### src/rtl/biquad_coeff_sequencer_pkg.sv
// Shared definitions for the biquad coefficient sequencer.
//   NUM_SLOTS      coefficient words per biquad
//   UPDATE_OFFSET  register offset of the commit (update) strobe
//   UPDATE_WORD    value written to the update register
//   seq_state_e    sequencer FSM state, also exported on the debug port
//   slot_offset()  maps a coefficient slot to its register offset
package biquad_seq_pkg;

    localparam int          NUM_SLOTS     = 25;
    localparam logic [7:0]  UPDATE_OFFSET = 8'h00;
    localparam logic [31:0] UPDATE_WORD   = 32'd1;

    typedef enum logic [2:0] {
        S_IDLE,
        S_SEL,
        S_FETCH,
        S_WRITE,
        S_UPDATE,
        S_UPD_WR,
        S_RST,
        S_DONE
    } seq_state_e;

    // Several consecutive slots share one register address; the biquad
    // shifts successive writes into its internal coefficient chain.
    function automatic logic [7:0] slot_offset(input logic [4:0] slot);
        logic [7:0] off;
        if (slot < 5'd2)       off = 8'h04;
        else if (slot < 5'd6)  off = 8'h08;
        else if (slot < 5'd8)  off = 8'h0C;
        else if (slot < 5'd15) off = 8'h10;
        else if (slot < 5'd23) off = 8'h14;
        else if (slot == 5'd23) off = 8'h18;
        else                   off = 8'h1C;
        return off;
    endfunction

endpackage

### src/rtl/biquad_coeff_sequencer_if.sv
// Wishbone write-only master bus between the sequencer and the trigger
// chain slave port.
//   m_wb_cyc_o/stb_o/we_o  master strobes (all equal, write-only master)
//   m_wb_sel_o             byte selects, all ones during a write
//   m_wb_adr_o/dat_o       register address / write data
//   m_wb_ack_i/err_i       slave response
// Handshake: the master raises cyc/stb with stable adr/dat and holds them
// until it samples ack or err high on a rising clock edge; the transfer
// completes on that edge and cyc/stb drop in the following cycle.
interface biquad_coeff_sequencer_if;
    logic        m_wb_cyc_o;
    logic        m_wb_stb_o;
    logic        m_wb_we_o;
    logic [3:0]  m_wb_sel_o;
    logic [7:0]  m_wb_adr_o;
    logic [31:0] m_wb_dat_o;
    logic        m_wb_ack_i;
    logic        m_wb_err_i;

    modport master (
        output m_wb_cyc_o, m_wb_stb_o, m_wb_we_o, m_wb_sel_o, m_wb_adr_o, m_wb_dat_o,
        input  m_wb_ack_i, m_wb_err_i
    );

    modport slave (
        input  m_wb_cyc_o, m_wb_stb_o, m_wb_we_o, m_wb_sel_o, m_wb_adr_o, m_wb_dat_o,
        output m_wb_ack_i, m_wb_err_i
    );
endinterface

### src/rtl/biquad_coeff_sequencer_writer.sv
// wb_single_writer: performs one Wishbone write per request.
//   wb_clk_i, wb_rst_ni  clock, asynchronous active-low reset
//   req_i                one-cycle request; adr_i/dat_i captured with it
//   ok_o                 transfer acknowledged (this cycle)
//   fail_o               slave error or TIMEOUT cycles without ack
//   m_wb                 Wishbone master bus
// Capturing dat_i on req_i doubles as the one-cycle coefficient read.
module wb_single_writer #(
    parameter int TIMEOUT = 255
) (
    input  logic        wb_clk_i,
    input  logic        wb_rst_ni,
    input  logic        req_i,
    input  logic [7:0]  adr_i,
    input  logic [31:0] dat_i,
    output logic        ok_o,
    output logic        fail_o,
    biquad_coeff_sequencer_if.master m_wb
);

    localparam int TW = (TIMEOUT > 1) ? $clog2(TIMEOUT) : 1;

    logic          cyc_q;
    logic [7:0]    adr_q;
    logic [31:0]   dat_q;
    logic [TW-1:0] wait_q;
    logic          timed_out;

    // wait_q counts cycles already spent with cyc high; the TIMEOUT-th
    // unacknowledged cycle is the last one.
    assign timed_out = (wait_q == TW'(TIMEOUT - 1));
    assign ok_o      = cyc_q && m_wb.m_wb_ack_i && !m_wb.m_wb_err_i;
    assign fail_o    = cyc_q && (m_wb.m_wb_err_i || (!m_wb.m_wb_ack_i && timed_out));

    always_ff @(posedge wb_clk_i or negedge wb_rst_ni) begin
        if (!wb_rst_ni) begin
            cyc_q  <= 1'b0;
            adr_q  <= '0;
            dat_q  <= '0;
            wait_q <= '0;
        end else if (cyc_q) begin
            if (ok_o || fail_o) cyc_q <= 1'b0;
            wait_q <= wait_q + TW'(1);
        end else if (req_i) begin
            cyc_q  <= 1'b1;
            adr_q  <= adr_i;
            dat_q  <= dat_i;
            wait_q <= '0;
        end
    end

    assign m_wb.m_wb_cyc_o = cyc_q;
    assign m_wb.m_wb_stb_o = cyc_q;
    assign m_wb.m_wb_we_o  = cyc_q;
    assign m_wb.m_wb_sel_o = cyc_q ? 4'hF : 4'h0;
    assign m_wb.m_wb_adr_o = cyc_q ? adr_q : 8'h00;
    assign m_wb.m_wb_dat_o = cyc_q ? dat_q : 32'h0;

endmodule

### src/rtl/biquad_coeff_sequencer.sv
// biquad_coeff_sequencer: replays the coefficient write schedule into the
// selected biquads over Wishbone, commits each with an update write, then
// pulses the biquad reset.
//   wb_clk_i, wb_rst_ni     clock, asynchronous active-low reset
//   coef_we_i/addr_i/dat_i  host writes into the coefficient buffer (idle only)
//   start_i, bq_mask_i      start request and biquad selection
//   busy_o, done_o, err_o   status: in progress, completion pulse, sticky error
//   bq_reset_o              biquad reset pulse, active high
//   dbg_state_o             current FSM state
//   m_wb                    Wishbone master bus
module biquad_coeff_sequencer
    import biquad_seq_pkg::*;
#(
    parameter int         NUM_BQ       = 2,
    parameter logic [7:0] BQ_STRIDE    = 8'h80,
    parameter int         TIMEOUT      = 255,
    parameter int         RESET_CYCLES = 32
) (
    input  logic                                   wb_clk_i,
    input  logic                                   wb_rst_ni,
    input  logic                                   coef_we_i,
    input  logic [$clog2(NUM_BQ*NUM_SLOTS)-1:0]    coef_addr_i,
    input  logic [31:0]                            coef_dat_i,
    input  logic                                   start_i,
    input  logic [NUM_BQ-1:0]                      bq_mask_i,
    output logic                                   busy_o,
    output logic                                   done_o,
    output logic                                   err_o,
    output logic                                   bq_reset_o,
    output seq_state_e                             dbg_state_o,
    biquad_coeff_sequencer_if.master               m_wb
);

    localparam int AW    = $clog2(NUM_BQ * NUM_SLOTS);
    localparam int BQW   = (NUM_BQ > 1) ? $clog2(NUM_BQ) : 1;
    localparam int RCW   = (RESET_CYCLES > 1) ? $clog2(RESET_CYCLES) : 1;
    localparam int DEPTH = NUM_BQ * NUM_SLOTS;

    logic [31:0]     coef_buf [DEPTH];

    seq_state_e      state_q, state_d;
    logic [NUM_BQ-1:0] pend_q, pend_d;
    logic [BQW-1:0]  bq_q, bq_d;
    logic [4:0]      slot_q, slot_d;
    logic [RCW-1:0]  rst_cnt_q, rst_cnt_d;
    logic            err_q, err_d;

    logic            wr_req, wr_ok, wr_fail;
    logic [7:0]      wr_adr;
    logic [31:0]     wr_dat;
    logic [7:0]      bq_base;
    logic [AW-1:0]   fetch_idx;
    logic [31:0]     fetch_word;

    assign busy_o      = (state_q != S_IDLE) && (state_q != S_DONE);
    assign done_o      = (state_q == S_DONE);
    assign bq_reset_o  = (state_q == S_RST);
    assign err_o       = err_q;
    assign dbg_state_o = state_q;

    // Host writes are blocked while busy so a sequence never sees a
    // partially updated coefficient set.
    always_ff @(posedge wb_clk_i) begin
        if (coef_we_i && !busy_o && (int'(coef_addr_i) < DEPTH))
            coef_buf[coef_addr_i] <= coef_dat_i;
    end

    assign bq_base    = 8'(int'(bq_q) * int'(BQ_STRIDE));
    assign fetch_idx  = AW'(int'(bq_q) * NUM_SLOTS + int'(slot_q));
    assign fetch_word = coef_buf[fetch_idx];

    always_ff @(posedge wb_clk_i or negedge wb_rst_ni) begin
        if (!wb_rst_ni) begin
            state_q   <= S_IDLE;
            pend_q    <= '0;
            bq_q      <= '0;
            slot_q    <= '0;
            rst_cnt_q <= '0;
            err_q     <= 1'b0;
        end else begin
            state_q   <= state_d;
            pend_q    <= pend_d;
            bq_q      <= bq_d;
            slot_q    <= slot_d;
            rst_cnt_q <= rst_cnt_d;
            err_q     <= err_d;
        end
    end

    always_comb begin
        state_d   = state_q;
        pend_d    = pend_q;
        bq_d      = bq_q;
        slot_d    = slot_q;
        rst_cnt_d = rst_cnt_q;
        err_d     = err_q;
        wr_req    = 1'b0;
        wr_adr    = bq_base + slot_offset(slot_q);
        wr_dat    = fetch_word;

        case (state_q)
            S_IDLE: begin
                if (start_i) begin
                    err_d   = 1'b0;
                    pend_d  = bq_mask_i;
                    state_d = (bq_mask_i != '0) ? S_SEL : S_DONE;
                end
            end
            S_SEL: begin
                // Descending scan so the lowest pending biquad wins.
                state_d = S_DONE;
                for (int i = NUM_BQ - 1; i >= 0; i--) begin
                    if (pend_q[i]) begin
                        bq_d    = BQW'(i);
                        slot_d  = '0;
                        state_d = S_FETCH;
                    end
                end
            end
            S_FETCH: begin
                wr_req  = 1'b1;
                state_d = S_WRITE;
            end
            S_WRITE: begin
                if (wr_fail) begin
                    err_d   = 1'b1;
                    state_d = S_DONE;
                end else if (wr_ok) begin
                    if (slot_q == 5'(NUM_SLOTS - 1)) begin
                        state_d = S_UPDATE;
                    end else begin
                        slot_d  = slot_q + 5'd1;
                        state_d = S_FETCH;
                    end
                end
            end
            S_UPDATE: begin
                wr_req  = 1'b1;
                wr_adr  = bq_base + UPDATE_OFFSET;
                wr_dat  = UPDATE_WORD;
                state_d = S_UPD_WR;
            end
            S_UPD_WR: begin
                if (wr_fail) begin
                    err_d   = 1'b1;
                    state_d = S_DONE;
                end else if (wr_ok) begin
                    pend_d[bq_q] = 1'b0;
                    // Go straight to the reset pulse after the last commit
                    // so it starts the cycle after that ack.
                    if (pend_d != '0) begin
                        state_d = S_SEL;
                    end else if (RESET_CYCLES > 0) begin
                        rst_cnt_d = RCW'(RESET_CYCLES - 1);
                        state_d   = S_RST;
                    end else begin
                        state_d = S_DONE;
                    end
                end
            end
            S_RST: begin
                if (rst_cnt_q == '0) state_d = S_DONE;
                else                 rst_cnt_d = rst_cnt_q - RCW'(1);
            end
            S_DONE: begin
                state_d = S_IDLE;
            end
            default: begin
                state_d = S_IDLE;
            end
        endcase
    end

    wb_single_writer #(
        .TIMEOUT (TIMEOUT)
    ) u_writer (
        .wb_clk_i  (wb_clk_i),
        .wb_rst_ni (wb_rst_ni),
        .req_i     (wr_req),
        .adr_i     (wr_adr),
        .dat_i     (wr_dat),
        .ok_o      (wr_ok),
        .fail_o    (wr_fail),
        .m_wb      (m_wb)
    );

endmodule
### src/flat_wrapper.sv
// flat-port wrapper written by rule: the top's interface ports become plain ports
module biquad_coeff_sequencer_flat import biquad_seq_pkg::*;
#(
    parameter int         NUM_BQ       = 2,
    parameter logic [7:0] BQ_STRIDE    = 8'h80,
    parameter int         TIMEOUT      = 255,
    parameter int         RESET_CYCLES = 32
)
  (wb_clk_i, wb_rst_ni, coef_we_i, coef_addr_i, coef_dat_i, start_i, bq_mask_i, busy_o, done_o, err_o, bq_reset_o, dbg_state_o, m_wb_m_wb_cyc_o, m_wb_m_wb_stb_o, m_wb_m_wb_we_o, m_wb_m_wb_sel_o, m_wb_m_wb_adr_o, m_wb_m_wb_dat_o, m_wb_m_wb_ack_i, m_wb_m_wb_err_i);
  biquad_coeff_sequencer_if m_wb_i ();
  input  logic wb_clk_i;
  input  logic wb_rst_ni;
  input  logic coef_we_i;
  input  logic [$clog2(NUM_BQ*NUM_SLOTS)-1:0] coef_addr_i;
  input  logic [31:0] coef_dat_i;
  input  logic start_i;
  input  logic [NUM_BQ-1:0] bq_mask_i;
  output logic busy_o;
  output logic done_o;
  output logic err_o;
  output logic bq_reset_o;
  output seq_state_e dbg_state_o;
  output wire logic [$bits(m_wb_i.m_wb_cyc_o)-1:0] m_wb_m_wb_cyc_o;
  output wire logic [$bits(m_wb_i.m_wb_stb_o)-1:0] m_wb_m_wb_stb_o;
  output wire logic [$bits(m_wb_i.m_wb_we_o)-1:0] m_wb_m_wb_we_o;
  output wire logic [$bits(m_wb_i.m_wb_sel_o)-1:0] m_wb_m_wb_sel_o;
  output wire logic [$bits(m_wb_i.m_wb_adr_o)-1:0] m_wb_m_wb_adr_o;
  output wire logic [$bits(m_wb_i.m_wb_dat_o)-1:0] m_wb_m_wb_dat_o;
  input wire logic [$bits(m_wb_i.m_wb_ack_i)-1:0] m_wb_m_wb_ack_i;
  input wire logic [$bits(m_wb_i.m_wb_err_i)-1:0] m_wb_m_wb_err_i;
  assign m_wb_m_wb_cyc_o = m_wb_i.m_wb_cyc_o;
  assign m_wb_m_wb_stb_o = m_wb_i.m_wb_stb_o;
  assign m_wb_m_wb_we_o = m_wb_i.m_wb_we_o;
  assign m_wb_m_wb_sel_o = m_wb_i.m_wb_sel_o;
  assign m_wb_m_wb_adr_o = m_wb_i.m_wb_adr_o;
  assign m_wb_m_wb_dat_o = m_wb_i.m_wb_dat_o;
  assign m_wb_i.m_wb_ack_i = m_wb_m_wb_ack_i;
  assign m_wb_i.m_wb_err_i = m_wb_m_wb_err_i;
  biquad_coeff_sequencer #(.NUM_BQ(NUM_BQ), .BQ_STRIDE(BQ_STRIDE), .TIMEOUT(TIMEOUT), .RESET_CYCLES(RESET_CYCLES)) u_core (.wb_clk_i(wb_clk_i), .wb_rst_ni(wb_rst_ni), .coef_we_i(coef_we_i), .coef_addr_i(coef_addr_i), .coef_dat_i(coef_dat_i), .start_i(start_i), .bq_mask_i(bq_mask_i), .busy_o(busy_o), .done_o(done_o), .err_o(err_o), .bq_reset_o(bq_reset_o), .dbg_state_o(dbg_state_o), .m_wb(m_wb_i));
endmodule
### config.mk
export PLATFORM = sky130hd
export DESIGN_NAME = biquad_coeff_sequencer_flat
export DESIGN_NICKNAME = d
export VERILOG_FILES = /design/src/rtl/biquad_coeff_sequencer_pkg.sv /design/src/rtl/biquad_coeff_sequencer_if.sv /design/src/rtl/biquad_coeff_sequencer_writer.sv /design/src/rtl/biquad_coeff_sequencer.sv /design/src/flat_wrapper.sv
export SDC_FILE = /design/constraint.sdc
export NUM_CORES = 2
export LEC_CHECK = 0
export CAP_MARGIN = 15
export CORE_UTILIZATION = 55
export DETAILED_ROUTE_END_ITERATION = 10
export HOLD_SLACK_MARGIN = 0.05
export PLACE_DENSITY = 0.72
export SYNTH_ARGS = -nofsm -noshare
export SYNTH_HDL_FRONTEND = slang
export SYNTH_HIERARCHICAL = 1
export SYNTH_SLANG_ARGS = --single-unit
### constraint.sdc
create_clock -name wb_clk_i -period 4.7 [get_ports wb_clk_i]
set_input_delay 1.41 -clock wb_clk_i [delete_from_list [all_inputs] [get_ports wb_clk_i]]
set_output_delay 1.41 -clock wb_clk_i [all_outputs]
set_load 0.05 [all_outputs]
# --- After elaboration in Yosys (flattened, before gate mapping) ---
# Memory sizes are Yosys's and may differ from the RTL's.
# Index checks and enable logic that the tools add are counted.
word_totals:
  mem_bits_ro: 0
  output_inout_bits: 54
  memories: 1
  ff_bits: 66
  inputBits: 46
  latchBits: 0
  ram_bits: 1600
mem_list:
  columns: ["memory", "words", "word_bits", "rd", "rd_ports_with_merged_regs", "write_ports", "line", "text"]
  rows:
  - ["u_core.coef_buf", 50, 32, 1, 0, 1, "biquad_coeff_sequencer.sv:39", "logic [31:0] coef_buf [DEPTH];"]
op_classes:
  reduce_logical: 33
  n_div: 0
  n_mux: 53
  bitwise_logic: 3
  n_lt_le_gt_ge: 8
  shift: 0
  eq_ne: 24
  multipliers: 1
  n_addsub: 5
ops:
  columns: ["cell", "n"]
  rows:
  - ["8-bit two-way mux", 9]
  - ["32-bit two-way mux", 2]
  - ["5-bit two-way mux", 9]
  - ["3-bit two-way mux", 12]
  - ["3-bit one-hot mux with 8 select lines", 1]
  - ["5-bit one-hot mux with 2 select lines", 2]
  - ["2-bit inequality test, second input constant", 8]
  - ["2-bit nonzero test", 8]
  - ["3-bit == test, second input constant", 4]
  - ["1-bit two-way mux", 11]
  - ["5-bit == test, second input constant", 2]
  - ["5-bit by 4-bit < comparator with 1-bit output, second input constant", 2]
  - ["5-bit AND reduction", 2]
  - ["3-bit inequality test, second input constant", 3]
  - ["8-bit by 1-bit adder with 8-bit output, second input constant", 1]
  - ["8-bit adder", 1]
  - ["8-bit == test, second input constant", 1]
  - ["1-bit logical AND", 8]
  - ["4-bit AND reduction", 2]
  - ["6-bit adder", 1]
  - ["3-bit by 2-bit == test with 1-bit output, second input constant", 2]
  - ["6-bit < comparator, second input constant", 1]
  - ["1-bit by 5-bit multiplier with 6-bit output, second input constant", 1]
  - ["2-bit two-way mux", 3]
  - ["25 further kinds", 31]

# --- Depth between registers and ports, before layout ---
depth:
  word_depth: 11
  ltp_mapped: 12
  ltp_nobuf: 11

# --- By module ---
# The synthesis kept the hierarchy.
modules_own_cells:
  columns: ["module", "cells_per_inst", "area_per_inst_um2", "instances", "seq_area_each_um2"]
  rows:
  - ["biquad_coeff_sequencer", 3942, 62821.5, 1, 48471.5]
  - ["wb_single_writer", 265, 2273.4, 1, 1226.2]

# --- Least setup slack after synthesis ---
# OpenSTA, ideal clock, no wires.
synth_timing:
  path_type: "input to register"
  start: "input coef_addr_i[2]"
  end: "memory u_core.coef_buf[35][0], enable pin"
  cell_stages: 6
  n_path_buf: 2
  setup_slack_ns: 0.591
  arrival_ns: 3.688
  setup_time_ns: 0.421
  path_cell_list: "clkbuf_1 o211ai_1 and4b_1 clkbuf_1 nand3b_1 nor2_1"
synth_via:
  elab_chain_cells: 4
synth_rtl:
  columns: ["item", "line", "text"]
  rows:
  - ["from (decl)", "flat_wrapper.sv:14", "input logic [$clog2(NUM_BQ*NUM_SLOTS)-1:0] coef_addr_i;"]
  - ["6-bit < comparator", "biquad_coeff_sequencer.sv:64", "if (coef_we_i && !busy_o && (int'(coef_addr_i) < DEPTH))"]
  - ["1-bit logical AND", "biquad_coeff_sequencer.sv:64", null]
  - ["1-bit two-way mux", "biquad_coeff_sequencer.sv:64", null]
  - ["1-bit two-way mux (not written as such)", "biquad_coeff_sequencer.sv:65", "coef_buf[coef_addr_i] <= coef_dat_i;"]
  - ["to (decl)", "biquad_coeff_sequencer.sv:39", null]
# Several ways; a longest one is shown, not always the timed one.

# --- Worst setup path after layout ---
layout_timing:
  start: "register u_core.u_writer.cyc_q, in the netlist u_core/u_writer/m_wb.m_wb_cyc_o"
  end: "output m_wb_m_wb_dat_o[2]"
layout_via:
  elab_chain_cells: 1
layout_rtl:
  columns: ["item", "line", "text"]
  rows:
  - ["from (decl)", "biquad_coeff_sequencer_writer.sv:23", "logic cyc_q;"]
  - ["from (signal assigned)", "biquad_coeff_sequencer_writer.sv:37", "cyc_q <= 1'b0;"]
  - ["from (signal assigned)", "biquad_coeff_sequencer_writer.sv:42", "if (ok_o || fail_o) cyc_q <= 1'b0;"]
  - ["from (signal assigned)", "biquad_coeff_sequencer_writer.sv:45", "cyc_q <= 1'b1;"]
  - ["32-bit two-way mux", "biquad_coeff_sequencer_writer.sv:57", "assign m_wb.m_wb_dat_o = cyc_q ? dat_q : 32'h0;"]
  - ["to (decl)", "flat_wrapper.sv:28", "output wire logic [$bits(m_wb_i.m_wb_dat_o)-1:0] m_wb_m_wb_dat_o;"]
# No other way between the ends.

==> key figures <==
Yosys
  – Most frequent cell after synthesis: edfxtp_1
  – Post-synth EDFFs: 1600
  – Syn Area/Cell: 15.47 um2
  – Async SR Flop Fraction: 0.03962
  – Synthesized instance count: 4207
  – Main synth FF type: edfxtp_1
  – Syn. warnings: 6
  – Post-synth top cells: edfxtp_1 (1600), nand2_1 (1060), nand3_1 (424)
  – Area contributors post-synth: edfxtp_1 (74%), mux4_2 (6.3%), nand2_1 (6.1%)
  – Seq cells post-synth: 1666
  – Leading area contributor after synthesis: edfxtp_1
  – Post-synthesis sequential area ratio: 0.7635
  – Share of the synthesized area in the top cell type: 0.7381
  – Distinct cells, synth: 59
  – Post-Syn Area: 65090 um2

Floorplanning
  – Die Width: 346.0 um
  – Io pins: 100
  – # rows: 125
  – Initial Util: 0.5572
  – Die Span Y: 346.0 um
  – Core area: 116800 um2
  – Die ar.: 119700 um2

Place
  – Final GP Congestion: 0.8991
  – Port bufs: 99
  – DP Wirelength: 96.07 mm

Detailed routing
  – Remaining DRCs: 0
  – Detailed Route WL: 165.6 mm
  – Post-route ant nets: 0
  – Vias/cell: 6.334
  – Total number of vias: 38170
  – Avg WL per Cell: 27.47 um
  – Total iterations of the first detailed-routing run: 6
  – DR iter-0 viols: 5301

Clock tree
  – CTS tree: built
  – Worst-Skew Late Latency: 0.77 ns
  – Worst-path clk slew: 0.06 ns
  – H-tree lvl count: 4
  – CTS Buf Count: 164
  – Hold_buf cts: 0
  – Post-CTS setup buffer count: 0
  – CTS max path bufs: 3
  – CTS sink count: 1666
  – Clk root buf: clkbuf_16
  – Cts repair resizes: 0

Global routing
  – GRT busiest layer: met2
  – Largest net degree at the start of global routing: 124
  – Vias in the first global route: 36300
  – Met3 Use GR: 0.05678
  – GRT Util Overall: 0.2779
  – Total global routing overflow: 0
  – Initial antenna violation count: 10
  – Grt met1 use: 0.4018
  – Met2 Use GR: 0.4337
  – First-pass GRT wire length: 243.4 mm

Finish
  – Nets: 4424
  – Layout filler cell count: 7933
  – Layout cells sized above 1: 0.1451
  – Area growth syn-to-layout: 14.07%

Timing
  – Final count of negative-setup-slack endpoints: 0
  – Period utilization: 0.9520
  – RSZ-0062 raised after global routing: no
  – Setup_tns: 0 ns
  – Worst-Margin Slew: 1.221 ns
  – Fin. max-slew vios: 0
  – Fmax: 0.2235 GHz
  – Relative slew slack: 0.1844
  – Worst Clk Skew: 0.02384 ns
  – Min Clock Period, post-route: 4.474 ns
  – Final hold vios: 0

Setup path
  – Largest stage delay on the critical path: 0.86 ns
  – CP endpoint kind: primary output
  – Crit path max fanout: 35
  – CP max-delay cell: dfrtp_1
  – Worst Path Arrival: 3.06 ns
  – Critical path cell sequence: buf_4 > and2_1 > clkdlybuf4s50_1
  – Critical Path Start Type: register
  – Worst EP required: 3.29 ns
  – Critical Setup Path Class: reg -> out
  – R2r worst-path depth: 9
  – Reg-to-reg slack, setup: 0.71 ns

Worst hold path
  – Hold WC Path Type: reg -> reg
  – Hold Crit Depth: 2

Power and ir drop
  – Switching share of power: 0.3477
  – Power Density: 599.4 nW/um2
  – Flop pwr share: 0.378
  – Internal: 0.02903 W
  – Sw power: 0.01548 W
  – Clock network fraction of design power: 0.282
  – Max VDD drop: 0.6869 mV
  – Power Total: 0.04450 W
  – Comb pwr share: 0.339
  – P_leak: 24.43 nW

Job
  – Max-Cap Viols: 0

Run status
  – Status: finished, final reports clean
-- worst max-delay path: cells and delay by family (launching register included) --
family,cells,cell delay [ns]
AND/OR/NAND/NOR,1,0.18
flip-flops,1,0.86
buffers and inverters,2,1.24
-- final timing paths --
kind,start,end
setup / recovery,u_core/u_writer/m_wb.m_wb_cyc_o$_DFF_PN0_,m_wb_m_wb_dat_o[2]
hold / removal,u_core/u_writer/dat_q[13]$_DFFE_PN0P_,u_core/u_writer/dat_q[13]$_DFFE_PN0P_
setup reg to reg,u_core/bq_q$_DFFE_PN0P_,u_core/u_writer/dat_q[10]$_DFFE_PN0P_
hold reg to reg,u_core/u_writer/dat_q[13]$_DFFE_PN0P_,u_core/u_writer/dat_q[13]$_DFFE_PN0P_
max in group asynchronous,wb_rst_ni,u_core/u_writer/adr_q[4]$_DFFE_PN0P_
min in group asynchronous,wb_rst_ni,u_core/u_writer/dat_q[6]$_DFFE_PN0P_
-- cell families (layout without fill, tap and decap cells) --
group | count (synthesis) | count (layout) | synth area share
compound gates | 240 | 240 | 0.02572
simple gates | 1775 | 1775 | 0.1193
mux | 231 | 231 | 0.07033
other cells | 1 | 7 | 0.00005761
flops | 1666 | 1666 | 0.7635
fa+ha+maj | 9 | 9 | 0.001730
xor+xnor | 10 | 10 | 0.001461
buf+inv | 275 | 565 | 0.01791
-- power groups by stage --
stage          logic (W)  registers [W]  clock network (W)
4_1_cts           0.0149         0.0168             0.0127
3_5_place_dp      0.0148         0.0172                  0
3_3_place_gp      0.0147         0.0171                  0
6_report          0.0151         0.0168             0.0126
2_1_floorplan    0.00916         0.0171                  0
5_1_grt           0.0158         0.0169             0.0133
-- sequential cells by signal, indices dropped and copies added (netlist names), 2 cells and up --
signal,cells
u_core/dbg_state_o,3
u_core/u_writer/adr_q,8
u_core/slot_q,5
u_core/coef_buf,1600
u_core/u_writer/wait_q,8
u_core/u_writer/dat_q,32
u_core/pend_q,2
u_core/rst_cnt_q,5
-- metrics by stage --
stage / worst slack, ns / area (um2) / utilization / hold slack [ns] / instances
after global routing: 0.02121 / 74240 / 0.6355 / 0.4899 / 6024
after CTS: 0.1474 / 74220 / 0.6353 / 0.4715 / 6023
after global placement: 0.7200 / 69100 / 0.5915 / 0.4571 / 5726
after floorplan: 0.5907 / 65110 / - / 0.4381 / 4210
final: 0.2257 / 74250 / 0.6355 / 0.4672 / 6027
after detailed placement: 0.6686 / 69100 / 0.5915 / 0.4569 / 5726
-- placed cells by master (no fill, tap or decap), drive strengths merged, types with 4 or more instances in the layout --
cell           instances
o22a                   9
clkbuf               212
conb                   4
a221oi                 8
and3                  29
inv                   19
dfrtp                 66
mux4                 181
edfxtp              1600
a31oi                104
o31ai                  5
xnor2                  5
a41o                   7
and2                  45
buf                  170
o2111ai                4
clkinv                67
nand2               1060
nor3                  10
o21a                   5
a21oi                 32
nor2                  72
a311oi                25
or3b                   4
mux2i                 49
o21ai                 17
ha                     9
nand4                105
a221o                  7
clkdlybuf4s50         84
nand3                424
nand3b                 6
xor2                   5
bufinv                10
-- per-layer routing --
layer,vias to the layer above,share of wire
li1,16270,-
met1,19280,0.39
met2,2352,0.47
met3,270,0.12
met4,2,0.025
met5,-,0.000079
-- area by class of cell --
class | instances | area, um2 | share of cell area
flip-flops and latches | 1666 | 49700 | 0.6693
multi-input cells | 2269 | 14740 | 0.1985
clock buffers | 211 | 4374 | 0.05891
repair buffers | 255 | 2728 | 0.03674
well taps | 1524 | 1907 | 0.02568
clock inverters | 86 | 749.5 | 0.01009
inverters | 13 | 48.80 | 0.0006572
diodes | 3 | 7.507 | 0.0001011
(Power assumes the default switching activity.)
